[config.mk]
export PLATFORM = sky130hd
export DESIGN_NAME = montgomery_multiplier
export DESIGN_NICKNAME = d
export VERILOG_FILES = /design/src/rtl/mont_pkg.sv /design/src/rtl/mont_step.sv /design/src/rtl/montgomery_multiplier.sv
export SDC_FILE = /design/constraint.sdc
export NUM_CORES = 1
export LEC_CHECK = 0
export ABC_AREA = 0
export CAP_MARGIN = 15
export CORE_UTILIZATION = 40
export DETAILED_ROUTE_END_ITERATION = 12
export PLACE_DENSITY = 0.65
export SETUP_SLACK_MARGIN = 0.2
export SLEW_MARGIN = 20
export SYNTH_ARGS = -nofsm -noshare
export SYNTH_HDL_FRONTEND = slang
export SYNTH_SLANG_ARGS = --single-unit
[constraint.sdc]
create_clock -name clk -period 3 [get_ports clk]
set_clock_uncertainty 0.05 [all_clocks]
set_input_delay 0.9 -clock clk [delete_from_list [all_inputs] [get_ports clk]]
set_output_delay 0.9 -clock clk [all_outputs]
set_load 0.1 [all_outputs]
[src/rtl/mont_pkg.sv]
// Shared definitions for the bit-serial Montgomery multiplier: default width
// and the controller state encoding.
package mont_pkg;

    localparam int DATA_WIDTH_DEFAULT = 8;

    typedef enum logic [1:0] {
        IDLE  = 2'd0,
        ITER  = 2'd1,
        FINAL = 2'd2,
        DONE  = 2'd3
    } state_t;

endpackage

[src/rtl/mont_step.sv]
// One radix-2 Montgomery iteration: S += a_i*B, add N if S is odd, halve S.
// Purely combinational; the caller owns all state.
module mont_step
    import mont_pkg::*;
#(
    parameter int DATA_WIDTH = DATA_WIDTH_DEFAULT
) (
    input  logic [DATA_WIDTH+1:0] s_i,
    input  logic                  a_bit_i,
    input  logic [DATA_WIDTH-1:0] b_i,
    input  logic [DATA_WIDTH-1:0] n_i,
    output logic [DATA_WIDTH+1:0] s_o
);

    logic [DATA_WIDTH+1:0] sum_b;
    logic [DATA_WIDTH+1:0] sum_n;

    // S < 2N on entry, so S + B + N < 4N and two guard bits are enough.
    always_comb begin
        sum_b = s_i + (a_bit_i ? {2'b00, b_i} : '0);
        sum_n = sum_b[0] ? (sum_b + {2'b00, n_i}) : sum_b;
        s_o   = sum_n >> 1;
    end

endmodule

[src/rtl/montgomery_multiplier.sv]
// Bit-serial Montgomery multiplier: result = a*b*R^-1 mod N, one bit of a per
// cycle, iteration count taken from the power-of-two R supplied upstream.
module montgomery_multiplier
    import mont_pkg::*;
#(
    parameter int DATA_WIDTH = DATA_WIDTH_DEFAULT
) (
    input  logic                  clk,
    input  logic                  rst_n,
    input  logic                  start,
    input  logic [DATA_WIDTH-1:0] a,
    input  logic [DATA_WIDTH-1:0] b,
    input  logic [DATA_WIDTH-1:0] modulant,
    input  logic [DATA_WIDTH:0]   r_in,
    output logic [DATA_WIDTH-1:0] result,
    output logic                  busy,
    output logic                  done,
    output logic                  err,
    output state_t                state_dbg
);

    localparam int SW = DATA_WIDTH + 2;
    localparam logic [DATA_WIDTH:0] R_ONE = (DATA_WIDTH+1)'(1);

    state_t                state_q, state_d;
    logic [DATA_WIDTH-1:0] a_q, a_d;
    logic [DATA_WIDTH-1:0] b_q, b_d;
    logic [DATA_WIDTH-1:0] n_q, n_d;
    logic [DATA_WIDTH:0]   r_q, r_d;
    logic [SW-1:0]         s_q, s_d;
    logic [DATA_WIDTH-1:0] result_q, result_d;
    logic                  bad_q, bad_d;
    logic                  done_q, done_d;
    logic                  err_q, err_d;

    logic                  inputs_bad;
    logic [DATA_WIDTH:0]   r_shift;
    logic [SW-1:0]         s_step;
    logic [SW-1:0]         s_sub;

    // Legality is judged on the raw inputs at acceptance; the flag then
    // diverts the first ITER cycle straight to DONE.
    always_comb begin
        inputs_bad = (modulant[0] == 1'b0)
                  || (modulant == '0)
                  || (r_in <= R_ONE)
                  || ((r_in & (r_in - R_ONE)) != '0)
                  || (r_in <= {1'b0, modulant});
        r_shift    = r_q >> 1;
        s_sub      = s_q - {2'b00, n_q};
    end

    mont_step #(
        .DATA_WIDTH(DATA_WIDTH)
    ) u_step (
        .s_i     (s_q),
        .a_bit_i (a_q[0]),
        .b_i     (b_q),
        .n_i     (n_q),
        .s_o     (s_step)
    );

    always_comb begin
        state_d  = state_q;
        a_d      = a_q;
        b_d      = b_q;
        n_d      = n_q;
        r_d      = r_q;
        s_d      = s_q;
        result_d = result_q;
        bad_d    = bad_q;
        done_d   = 1'b0;
        err_d    = 1'b0;
        case (state_q)
            IDLE: begin
                if (start) begin
                    a_d     = a;
                    b_d     = b;
                    n_d     = modulant;
                    r_d     = r_in;
                    s_d     = '0;
                    bad_d   = inputs_bad;
                    state_d = ITER;
                end
            end
            ITER: begin
                if (bad_q) begin
                    result_d = '0;
                    state_d  = DONE;
                end else begin
                    s_d = s_step;
                    a_d = a_q >> 1;
                    r_d = r_shift;
                    if (r_shift == R_ONE) begin
                        state_d = FINAL;
                    end
                end
            end
            FINAL: begin
                result_d = (s_q >= {2'b00, n_q}) ? s_sub[DATA_WIDTH-1:0]
                                                 : s_q[DATA_WIDTH-1:0];
                state_d  = DONE;
            end
            DONE: begin
                done_d  = 1'b1;
                err_d   = bad_q;
                state_d = IDLE;
            end
            default: state_d = IDLE;
        endcase
    end

    always_ff @(posedge clk or negedge rst_n) begin
        if (!rst_n) begin
            state_q  <= IDLE;
            a_q      <= '0;
            b_q      <= '0;
            n_q      <= '0;
            r_q      <= '0;
            s_q      <= '0;
            result_q <= '0;
            bad_q    <= 1'b0;
            done_q   <= 1'b0;
            err_q    <= 1'b0;
        end else begin
            state_q  <= state_d;
            a_q      <= a_d;
            b_q      <= b_d;
            n_q      <= n_d;
            r_q      <= r_d;
            s_q      <= s_d;
            result_q <= result_d;
            bad_q    <= bad_d;
            done_q   <= done_d;
            err_q    <= err_d;
        end
    end

    assign result    = result_q;
    assign busy      = (state_q != IDLE);
    assign done      = done_q;
    assign err       = err_q;
    assign state_dbg = state_q;

endmodule

* After elaboration in Yosys (flattened, before gate mapping)
Cells that the tools add are included.
Storage, ports and cells: word-level logic and storage cells 61, RAM bits 0, bits in latches 0, bits of input ports 36, output and inout port bits 13, flip-flop bits (word level) 56, memories 0, memory bits (read-only) 0
Cells by class: multipliers 0, shift operators 0, mux-type cells 20, reductions and logical operators 14, eq/ne operators 8, $add $sub $neg 4, $lt $le $gt $ge 3, bitwise logic cells 2, div/mod/pow operators 0
Operator list (count):
- $mux W8 | 5
- $pmux W8 S2 | 2
- $mux W10 | 3
- $add A10 B8 Y10 | 2
- $pmux W10 S2 | 1
- $mux W9 | 2
- $pmux W9 S2 | 1
- $ge A10 B8 Y1 | 1
- $and A9 B9 Y9 | 1
- $le A9 B1 Y1 const B | 1
- $le A9 B8 Y1 | 1
- $reduce_bool A9 Y1 | 1
- $sub A9 B1 Y9 const B | 1
- $eq A8 B1 Y1 const B | 1
- $logic_not A8 Y1 | 1
- $pmux W2 S4 | 1
- $sub A8 B8 Y8 | 1
- $mux W2 | 3
- $ne A2 B2 Y1 const B | 3
- $reduce_and A2 Y1 | 3
- $reduce_bool A2 Y1 | 3
- $eq A2 B2 Y1 const B | 2
- $logic_or A1 B1 Y1 | 4
- $ne A3 B3 Y1 const B | 1
- 5 further kinds | 6

* Logic depth before layout (Yosys ltp)
depth after elaboration 6, mapped depth 15, mapped depth without buffers 15

* Modules after synthesis
Synthesis repeated with hierarchy kept, for this count alone.
Second synthesis, totals: cells, all modules 406, area, all modules 3827.4 sq um
Modules (own cells, without submodules):
- montgomery_multiplier | area each 3006.6 sq um, instances 1, cells an instance 305, seq. area each 1376.3 sq um
- mont_step | area each 820.8 sq um, instances 1, cells an instance 101, seq. area each 0.0 sq um

* Worst setup path after synthesis
No wires, ideal clock.
path type register -> register, from reg a_q[0], to reg s_q[8], buffers on the path 0, path slack -139 ps, arrival time 2966 ps, period minus slack after synthesis 3139 ps, setup time 124 ps, cell stages (with the launch flop) 16, data required time 2826 ps, cells stage by stage dfrtp_1 > and2_1 > ha_1 > inv_1 > fa_1 > nand2b_1 > a21oi_1 > nor3_1 > xnor2_1 > ha_1 > a21oi_1 > o21a_1 > o31ai_2 > a21o_1 > and3_1 > a211o_1
Between the ends: longest elaborated chain between the ends 6
Ends and longest elaborated chain:
- from (decl) | RTL line montgomery_multiplier.sv:26 | logic [DATA_WIDTH-1:0] a_q, a_d;
- from (signal assigned) | RTL line montgomery_multiplier.sv:116 | a_q <= '0;
- from (signal assigned) | RTL line montgomery_multiplier.sv:127 | a_q <= a_d;
- $mux W8 * | RTL line mont_step.sv:20 | sum_b = s_i + (a_bit_i ? {2'b00, b_i} : '0);
- $add A10 B8 Y10 * | RTL line mont_step.sv:20
- $add A10 B8 Y10 | RTL line mont_step.sv:21 | sum_n = sum_b[0] ? (sum_b + {2'b00, n_i}) : sum_b;
- $mux W10 * | RTL line mont_step.sv:21
- $mux W10 * | RTL line montgomery_multiplier.sv:87 | if (bad_q) begin
- $pmux W10 S2 * | RTL line montgomery_multiplier.sv:74 | case (state_q)
- to (signal assigned) | RTL line montgomery_multiplier.sv:120 | s_q <= '0;
- to (signal assigned) | RTL line montgomery_multiplier.sv:131 | s_q <= s_d;
- to (decl) | RTL line montgomery_multiplier.sv:30 | logic [SW-1:0] s_q, s_d;
Every way passes the cells marked *; elsewhere a longest branch is shown, timed or not. The select of a mux whose other input is x is not followed. A chain may end at the register's enable or synchronous reset.

* Worst setup path after layout
Ends and elaborated chain as after synthesis.

==> metrics.md <==
| Metric | Value |
|---|---|
| RSZ-0062 raised after global routing | true |
| Post-layout instance area | 0.00494 mm2 |
| Antenna violations before repair | 0 |
| Drt via density | 5.25 |
| WP data required | 3.16 ns |
| RD Place Congestion | 0.876 |
| Startpoint types | flip-flop |
| Core box area | 0.00928 mm2 |
| Final nets | 560 |
| DP Area | 0.00460 mm2 |
| Net count after synthesis | 484 |
| Initial DRC Count | 128 |
| Minimum clock period | 3.01 ns |
| Rows | 35 |
| Synthesized area | 0.00385 mm2 |
| Area growth syn-to-layout | 28.6% |
| Critical path type | flip-flop to flip-flop |
| Final Cycle Share | 100% |
| Antenna Nets Post-Route | 0 |
| Max VDD drop | 0.871 mV |
| First-pass GRT wire length | 15.7 mm |
| CTS Buf Count | 5 |
| Most common cell in the netlist | dfrtp_1 |
| Post-synthesis compound-gate area fraction | 20.2% |
| GR Overflow Total | 0 |
| Status | finished, violations left |
| Cell count after synthesis | 408 |
| Vias in the first global route | 3,223 |
| Antenna cells | 0 |
| Crit-path max FO | 4 |
| Adder-cell area share of the yosys netlist | 13.9% |
| Max-cap violations | 0 |
| Clk buf depth | 2 |
| Syn Area/Cell | 9.43 um2 |
| Ys Warns | 0 |
| Commonest cells post-synth | 54 x dfrtp_1, 50 x nand2_1, 37 x ha_1, 27 x inv_1, 27 x o21ai_1 |
| Failing checks | negative setup slack |
| Placement Setup Slack | -0.117 ns |
| Critical Path End Type | flip-flop |
| Residual DRC | 0 |
| Final WS setup | -0.0116 ns |
| Iteration count of the initial detailed-routing pass | 4 |
| Lkg Pwr | 0.00222 uW |
| Via count | 3,225 |
| Final setup viols | 1 |
| CTS HTree Levels | 2 |
| Crit path DAT | 3.17 ns |
| Non-filler cells, final | 614 |
| Number of top-level pins | 49 |
| Post-synthesis mux area share | 9.40% |
| CTS tree | yes |
| Clock Tree Root | clkbuf_8 |
| Post-DP HPWL | 7.01 mm |
| Synth Area in XOR/XNOR | 3.42% |
| Register area share after synthesis | 35.1% |
| Routed wire length | 9.34 mm |
| Initial Util | 41.4% |
| Clk sinks | 54 |
| DIE HEIGHT | 100 um |
| Share of cells above drive strength 1 | 22.9% |
| Top_reg_cell synth | dfrtp_1 |
| Worst hold slack | 0.449 ns |
| Hold Vio Cnt, Final | 0 |
| Worst path cell trace | nand2_1 > inv_1 > ha_1 > a211oi_2 > nor2_2 > o31ai_2 > buf_4 > a21oi_1 > xor2_1 > ha_1 > a21o_1 > and3_1 > a211o_1 |
| Crit path largest cell delay | 0.42 ns |
| Max-slew headroom | 50.4% |
| Main combinational cell family by area after synthesis | compound AO/OA/AOI/OAI gates |
| Yosys reg bits | 54 |
| Die area | 0.0100 mm2 |
| Cell mode on critical path | ha_1 |
| Synth top area share | 35.1% |
| Inst Count DP | 596 |
| Largest net degree at the start of global routing | 25 |
| Port Buffers | 48 |
| Pins Over Slew Limit | 0 |
| Critical Path Slowest Stage Cell | dfrtp_1 |
| Routed len/inst | 15.2 um |
| Skew-Pair Late Insertion Delay | 0.32 ns |
| Synth area leaders | dfrtp_1 35%, ha_1 12%, mux2i_1 6.8% |
| Cts hold-fix bufs | 0 |
| Tot GR Track Use | 19.8% |
| CTS clk-pin slew, worst paths | 0.10 ns |
| Worst-margin pin slew | 0.724 ns |
| Yosys cell types | 63 |
| HP Class | flip-flop to flip-flop |
| Ys async rst share | 100% |
| Synth Area in Simple Gates | 13.9% |
| Power Density | 1150 mW/mm2 |
| Chip width | 100 um |
| F_max | 332 MHz |
| Area leader, netlist | dfrtp_1 |
| Final Power | 5670 uW |
| Post-synth EDFFs | 0 |
[repair_timing]
action | 4_1_cts | 5_1_grt
gates resized for setup | 11 | 26
pin swaps | 12 | 8
buffers inserted | 5 | 5
endpoints found under the setup margin | 5 | 9
[logic make-up (layout without fill, tap and decap cells)]
| kind of cell | after synthesis | count (layout) |
|---|---|---|
| compound gates | 116 | 116 |
| fa+ha+maj | 41 | 41 |
| buf+inv | 39 | 116 |
| simple gates | 108 | 108 |
| flops | 54 | 54 |
| xor+xnor | 15 | 15 |
| mux | 35 | 35 |
[area by class of cell]
type | count | area (um2)
clock inverter | 2 | 13.8
tap | 129 | 161
fill | 853 | 4340
inverter | 28 | 105
sequential | 54 | 1350
clock buffer | 6 | 72.6
timing repair buffer | 80 | 698
multi-input combinational | 315 | 2540
[where the power goes]
| part | total (uW) | internal [uW] | leakage, uW | switching, uW |
|---|---|---|---|---|
| combinational | 3960 | 1740 | 0.00149 | 2220 |
| sequential | 1280 | 1030 | 0.000687 | 252 |
| clock | 429 | 166 | 0.0000452 | 263 |
[registers in the layout, summed over array words and instances (netlist names)]
name / count
bad_q: 1
s_q: 9
done: 1
result: 8
state_dbg: 2
a_q: 8
b_q: 8
n_q: 8
r_q: 8
err: 1
[cells in the final DEF, fill, tap and decap left out, drive strengths merged, types with 2 or more instances in the layout]
master,n
a2111oi,2
a211oi,6
a21boi,2
a21o,5
a21oi,18
a221o,3
a31o,2
a31oi,4
and2,10
and3,4
buf,46
clkbuf,6
clkdlybuf4s50,34
clkinv,2
dfrtp,54
fa,3
ha,37
inv,28
mux2,9
mux2i,26
nand2,50
nand2b,6
nand3,5
nor2,15
nor2b,3
nor3,5
nor4,2
o211ai,3
o21a,6
o21ai,49
o21bai,2
o31a,2
o31ai,3
or2,3
xnor2,12
xor2,3
[metal layers]
| metal | share of wire, % | routed length (um) | track usage, % | vias up |
|---|---|---|---|---|
| met4 | 2.4 | 223 | 4.68 | 0 |
| met2 | 50 | 4630 | 35.5 | 53 |
| met1 | 45 | 4210 | 24.8 | 1546 |
| li1 | - | - | - | 1604 |
| met3 | 2.8 | 266 | 3.41 | 22 |
| met5 | 0 | 0 | 0 | - |
[stage by stage]
stage,setup TNS (ns),utilization [%]
after CTS,-0.00962,51.4
after global placement,-0.0203,49.5
after floorplan,-0.0235,-
final,-0.0116,53.3
after detailed placement,-0.156,49.5
after global routing,-0.286,53.3
[worst max-delay path, delay by kind of cell, from the launching register on]
family / cells / cell delay (ns)
and+or+nand+nor: 3 / 0.35
buffers and inverters: 2 / 0.22
AOI/OAI and AO/OA: 5 / 0.97
xor gates and xnor gates: 1 / 0.27
DFF: 1 / 0.42
adders and majority gates: 2 / 0.62
[final timing paths]
path	start	end	slack, ns	depth (start not counted)
setup / recovery	a_q[0]$_DFFE_PN0P_	s_q[8]$_DFFE_PN0P_	-0.01	13
hold / removal	a_q[5]$_DFFE_PN0P_	a_q[5]$_DFFE_PN0P_	0.45	2
setup reg to reg	a_q[0]$_DFFE_PN0P_	s_q[8]$_DFFE_PN0P_	-0.01	13
hold reg to reg	a_q[5]$_DFFE_PN0P_	a_q[5]$_DFFE_PN0P_	0.45	2
max in group asynchronous	rst_n	state_dbg[1]$_DFFE_PN0P_	1.74	2
min in group asynchronous	rst_n	result[5]$_DFFE_PN0P_	0.52	1
Note: power is estimated with default switching activity, not from simulation.
